--- src/rtl/date_pkg.sv ---
// Shared calendar types, constants and BCD helpers for the date counter.
// Latency: none (functions and constants only).
// Backpressure: not applicable.
package date_pkg;

  localparam int YEAR_W = 16;

  localparam logic [3:0] MON_JAN = 4'd1;
  localparam logic [3:0] MON_FEB = 4'd2;
  localparam logic [3:0] MON_MAR = 4'd3;
  localparam logic [3:0] MON_APR = 4'd4;
  localparam logic [3:0] MON_MAY = 4'd5;
  localparam logic [3:0] MON_JUN = 4'd6;
  localparam logic [3:0] MON_JUL = 4'd7;
  localparam logic [3:0] MON_AUG = 4'd8;
  localparam logic [3:0] MON_SEP = 4'd9;
  localparam logic [3:0] MON_OCT = 4'd10;
  localparam logic [3:0] MON_NOV = 4'd11;
  localparam logic [3:0] MON_DEC = 4'd12;

  localparam logic [4:0] DAYS_30       = 5'd30;
  localparam logic [4:0] DAYS_31       = 5'd31;
  localparam logic [4:0] DAYS_FEB      = 5'd28;
  localparam logic [4:0] DAYS_FEB_LEAP = 5'd29;

  // Two BCD digits are divisible by 4 iff: even tens with ones in {0,4,8},
  // or odd tens with ones in {2,6}.
  function automatic logic bcd2_div4(input logic [3:0] tens, input logic [3:0] ones);
    logic r;
    if (tens[0] == 1'b0)
      r = (ones == 4'd0) || (ones == 4'd4) || (ones == 4'd8);
    else
      r = (ones == 4'd2) || (ones == 4'd6);
    return r;
  endfunction

  // Gregorian leap test straight on the BCD digits: century years defer to
  // the thousands/hundreds pair.
  function automatic logic is_leap_bcd(input logic [YEAR_W-1:0] y);
    logic lo_zero;
    lo_zero = (y[7:0] == 8'h00);
    return (!lo_zero && bcd2_div4(y[7:4], y[3:0])) ||
           ( lo_zero && bcd2_div4(y[15:12], y[11:8]));
  endfunction

  // True when every nibble is a legal decimal digit.
  function automatic logic bcd_digits_ok(input logic [YEAR_W-1:0] y);
    logic ok;
    ok = 1'b1;
    for (int i = 0; i < YEAR_W/4; i++)
      if (y[4*i +: 4] > 4'd9) ok = 1'b0;
    return ok;
  endfunction

  // BCD +1 across all digits; MSB of the result is the carry out of 9999.
  function automatic logic [YEAR_W:0] bcd_year_inc(input logic [YEAR_W-1:0] y);
    logic [YEAR_W-1:0] r;
    logic              c;
    r = y;
    c = 1'b1;
    for (int i = 0; i < YEAR_W/4; i++) begin
      if (c) begin
        if (y[4*i +: 4] == 4'd9) begin
          r[4*i +: 4] = 4'd0;
        end else begin
          r[4*i +: 4] = y[4*i +: 4] + 4'd1;
          c = 1'b0;
        end
      end
    end
    return {c, r};
  endfunction

endpackage

--- src/rtl/date_days_in_month.sv ---
// Number of days in a month given the month number and leap flag.
// Latency: combinational.
// Backpressure: not applicable; out-of-range months report 0 days.
module date_days_in_month
  import date_pkg::*;
(
  input  logic [3:0] month,
  input  logic       leap,
  output logic [4:0] days
);

  // Month-length lookup; 0 for an illegal month so no day can fit it.
  always_comb begin
    days = 5'd0;
    case (month)
      MON_JAN, MON_MAR, MON_MAY, MON_JUL,
      MON_AUG, MON_OCT, MON_DEC:          days = DAYS_31;
      MON_APR, MON_JUN, MON_SEP, MON_NOV: days = DAYS_30;
      MON_FEB:                            days = leap ? DAYS_FEB_LEAP : DAYS_FEB;
      default:                            days = 5'd0;
    endcase
  end

endmodule

--- src/rtl/date_counter.sv ---
// Calendar date counter: advances on midnight ticks, accepts validated loads.
// Latency: one cycle from day_tick/set_valid to updated date and pulses.
// Backpressure: none; every tick/load is consumed, a load overrides a tick.
// Optional weekday register enabled by `DATE_WEEKDAY_EN.
module date_counter
  import date_pkg::*;
#(
  parameter logic [YEAR_W-1:0] RESET_YEAR_BCD = 16'h2000,
  parameter logic [2:0]        RESET_WEEKDAY  = 3'd6
) (
  input  logic              clk,
  input  logic              rst_n,
  input  logic              day_tick,
  input  logic              set_valid,
  input  logic [5:0]        set_day,
  input  logic [3:0]        set_month,
  input  logic [YEAR_W-1:0] set_year,
  input  logic [2:0]        set_weekday,
  output logic [5:0]        day,
  output logic [3:0]        month,
  output logic [YEAR_W-1:0] year,
  output logic [2:0]        weekday,
  output logic              leap,
  output logic              month_end,
  output logic              year_wrap,
  output logic              set_err
);

  logic [4:0]        cur_dim;
  logic [4:0]        set_dim;
  logic              set_leap;
  logic              set_ok;
  logic              wd_ok;
  logic              last_day;
  logic [YEAR_W-1:0] year_inc;
  logic              year_carry;

  assign leap     = is_leap_bcd(year);
  assign set_leap = is_leap_bcd(set_year);

  date_days_in_month u_cur_dim (
    .month (month),
    .leap  (leap),
    .days  (cur_dim)
  );

  date_days_in_month u_set_dim (
    .month (set_month),
    .leap  (set_leap),
    .days  (set_dim)
  );

  assign {year_carry, year_inc} = bcd_year_inc(year);
  assign last_day = (day >= {1'b0, cur_dim});

  // A load is validated entirely against its own year, not the current one.
  assign set_ok = bcd_digits_ok(set_year) &&
                  (set_month >= MON_JAN) && (set_month <= MON_DEC) &&
                  (set_day != 6'd0) && (set_day <= {1'b0, set_dim}) &&
                  wd_ok;

  // Date registers and single-cycle status pulses; a load always beats a tick.
  always_ff @(posedge clk or negedge rst_n) begin
    if (!rst_n) begin
      day       <= 6'd1;
      month     <= MON_JAN;
      year      <= RESET_YEAR_BCD;
      month_end <= 1'b0;
      year_wrap <= 1'b0;
      set_err   <= 1'b0;
    end else begin
      month_end <= 1'b0;
      year_wrap <= 1'b0;
      set_err   <= 1'b0;
      if (set_valid) begin
        if (set_ok) begin
          day   <= set_day;
          month <= set_month;
          year  <= set_year;
        end else begin
          set_err <= 1'b1;
        end
      end else if (day_tick) begin
        if (!last_day) begin
          day <= day + 6'd1;
        end else begin
          day       <= 6'd1;
          month_end <= 1'b1;
          if (month == MON_DEC) begin
            month     <= MON_JAN;
            year      <= year_inc;
            year_wrap <= year_carry;
          end else begin
            month <= month + 4'd1;
          end
        end
      end
    end
  end

`ifdef DATE_WEEKDAY_EN
  logic [2:0] wd_q;

  assign wd_ok   = (set_weekday <= 3'd6);
  assign weekday = wd_q;

  // Weekday follows accepted ticks modulo 7 and takes the value of accepted loads.
  always_ff @(posedge clk or negedge rst_n) begin
    if (!rst_n) begin
      wd_q <= RESET_WEEKDAY;
    end else if (set_valid) begin
      if (set_ok) wd_q <= set_weekday;
    end else if (day_tick) begin
      wd_q <= (wd_q == 3'd6) ? 3'd0 : wd_q + 3'd1;
    end
  end
`else
  logic unused_wd;

  assign wd_ok     = 1'b1;
  assign weekday   = 3'd0;
  assign unused_wd = ^{set_weekday, RESET_WEEKDAY};
`endif

endmodule

--- config.mk ---
export PLATFORM = sky130hd
export DESIGN_NAME = date_counter
export DESIGN_NICKNAME = d
export VERILOG_FILES = /design/src/rtl/date_pkg.sv /design/src/rtl/date_days_in_month.sv /design/src/rtl/date_counter.sv
export SDC_FILE = /design/constraint.sdc
export NUM_CORES = 1
export LEC_CHECK = 0
export ABC_AREA = 1
export CAP_MARGIN = 5
export CORE_MARGIN = 8
export CORE_UTILIZATION = 53
export CTS_CLUSTER_SIZE = 16
export DETAILED_ROUTE_END_ITERATION = 6
export PLACE_DENSITY_LB_ADDON = 0.08
export SLEW_MARGIN = 20
export SYNTH_ARGS = -nofsm -noshare
export SYNTH_HDL_FRONTEND = slang
export SYNTH_SLANG_ARGS = --single-unit
--- constraint.sdc ---
create_clock -name clk -period 5.29 [get_ports clk]
set_clock_uncertainty 0.05 [all_clocks]
set_input_delay 1.058 -clock clk [delete_from_list [all_inputs] [get_ports clk]]
set_output_delay 1.058 -clock clk [all_outputs]
set_load 0.05 [all_outputs]
==> results.txt <==
nets: 473
largest net degree at the start of global routing: 31
worst-margin pin slew: 0.751 ns
yosys warns: 0
Final Non-Filler Cells: 480
area of the die: 0.00723 mm2
CTS Sinks: 29
Distinct cells, synth: 44
Worst Path Max Fanout: 9
max_slew headroom: 49.9%
Synth Area in Adders: 7.43%
Global Route Usage Sum: 18.9%
Fin Hold WS: 0.448 ns
post-synthesis mux area share: 0%
Main synth FF type: dfrtp_1
Max Clk Rate: 280 MHz
TritonCTS Buffers: 5
final-report max-slew violation count: 0
total power: 1.78 mW
pre-CTS setup slack: 1.60 ns
Post-CTS Setup Bufs: 0
# fillers: 432
num rows: 25
status: finished clean
Boundary Pins: 66
starting density of the core: 54.2%
CTS tree: yes
commonest non-fill, non-tap cell in the layout: nand2_1
H-tree depth: 2
Syn-to-layout area delta: 26.5%
Synth Area in Compound Gates: 14.4%
syn avg cell area: 6.86 um2
Pwr Density: 556 mW/mm2
most used cell, CP: o21ai_0
first-pass GRT wire length: 11.3 mm
Die Span X: 85.0 um
RSZ-0062 raised after global routing: no
Max stage delay on crit path: 0.90 ns
I/O Buffers: 59
hold bufs inserted after CTS: 0
ys async rst share: 100%
Post-Synth XOR/XNOR Area: 2.78%
number of synthesized flops with an enable pin: 0
Final period util: 67.6%
post-synthesis simple-gate area fraction: 37.0%
initial antenna violation count: 0
number of global-route vias before repair: 2498
main combinational cell family by area after synthesis: simple AND/OR/NAND/NOR gates
final hold violations: 0
WL final: 6.64 mm
Vias per Instance: 5.50
placed cell count: 472
fin worst setup slack: 1.71 ns
sequential share of the synthesized area: 28.9%
Static Leak: 1.51 nW
Hold Path Class: register to register
TNS Setup: 0 ns
Detailed Routing Iterations Pass 1: 4
slowest stage cell, crit path: clkdlybuf4s50_1
detailed placer's ending HPWL: 5.13 mm
peak supply drop: 0.366 mV
share of cells above drive strength 1: 7.75%
deepest clock path buffer count: 2
gpl congestion: 0.839
commonest cells after routing, fill and taps aside: 106 x nand2_1, 59 x clkdlybuf4s50_1, 36 x nor2_1
CP Cell Sequence: nor2_1 > o21ai_0 > o21ai_0 > a21boi_0 > clkdlybuf4s50_1
drt drc: 0
grt ovf: 0
Crit Path Class: register to primary output
antenna-violating nets left: 0
# Max-Cap Violations: 0
# resized after CTS: 0
#FFs+latches synth: 29
Inserted Diodes: 0
Startpoint Class: register
Root Buffer: clkbuf_8
Final setup viols: 0
die height: 85.0 um
initial detailed-routing violation count: 192
Critical Path Sink Type: primary output
Synth Instances: 368
crit path time final: 3.58 ns
area of the mapped netlist: 0.00252 mm2
core area: 0.00466 mm2
CP Data Arrival Time: 2.47 ns
Worst-Skew Late Latency: 0.28 ns
Clk pin slew, worst setup/hold paths: 0.06 ns
required time worst endpoint: 4.18 ns
DR WL/cell: 13.8 um
routed via count: 2640
-- cell usage after synthesis, types with 2 or more instances --
library cell  count  area [um2]
a21oi_1           9        45.0
a22oi_1           3        22.5
a31oi_1           2        12.5
buf_2             4        20.0
buf_4             4        30.0
buf_6             3        33.8
clkbuf_1          2        7.51
dfrtp_1          26         651
dfstp_2           3        78.8
ha_1             15         188
inv_1            32         120
inv_2             6        22.5
nand2_1         106         398
nand2_2           3        18.8
nand3_1          24         120
nand3_2           3        30.0
nand4_1          13        81.3
nor2_1           36         135
nor2_2            2        12.5
nor3_1            3        15.0
nor4_1            2        12.5
o211ai_1          3        22.5
o21ai_0          24         120
o21ai_1          10        50.1
o21bai_1          3        22.5
o22ai_1           3        18.8
xnor2_1           4        35.0
xor2_1            4        35.0
-- worst max-delay path, delay by kind of cell (launching register included) --
family | cells | cell delay (ns)
flip-flops | 1 | 0.46
AND/OR/NAND/NOR | 1 | 0.15
buffers and inverters | 1 | 0.90
AO/OA/AOI/OAI | 3 | 0.69
-- power by group --
| group | switching (mW) | internal (mW) |
|---|---|---|
| combinational | 0.752 | 0.395 |
| sequential | 0.138 | 0.316 |
| clock | 0.0823 | 0.0933 |
| total | 0.973 | 0.804 |
-- state kept, by name (all words and copies together), names as in the netlist --
signal and count:
set_err 1, month_end 1, year 16, year_wrap 1, month 4, day 6
-- final cells by class --
type / count / area, um2 / area share (%)
clock buffer: 8 / 80.1 / 2.51
inverter: 39 / 146 / 4.58
multi-input combinational: 289 / 1570 / 49.0
sequential: 29 / 729 / 22.8
tap: 54 / 67.6 / 2.12
timing repair buffer: 61 / 606 / 19.0
-- metrics by stage --
step | util [%] | area, um2
after floorplan | - | 2530
after global placement | 66.8 | 3110
after detailed placement | 66.8 | 3110
after CTS | 68.5 | 3190
after global routing | 68.5 | 3190
final | 68.5 | 3190
-- final timing paths --
check	start	endpoint	slack, ns	depth (start not counted)
max in group asynchronous	rst_n	month[0]	3.75	2
setup reg to reg	month[0]	year[1]	2.18	15
hold reg to reg	year[13]	year[13]	0.45	2
min in group asynchronous	rst_n	year[4]	1.12	2
setup / recovery	year[0]	leap	1.71	5
hold / removal	year[13]	year[13]	0.45	2
-- cells by family after synthesis --
group                      after synthesis
and+or+nand+nor                        200
adders and majority gates               15
other                                    1
AOI/OAI and AO/OA                       63
buffers and inverters                   52
DFF                                     29
xor gates and xnor gates                 8
-- layer usage --
layer | track usage [%] | vias up | wire, um
met1 | 22.7 | 1218 | 2920
met4 | 5.83 | 0 | 90
met2 | 32.3 | 86 | 3200
li1 | - | 1327 | -
met5 | 0 | - | 0
met3 | 4.54 | 9 | 434
Note: power is estimated with default switching activity, not from simulation.
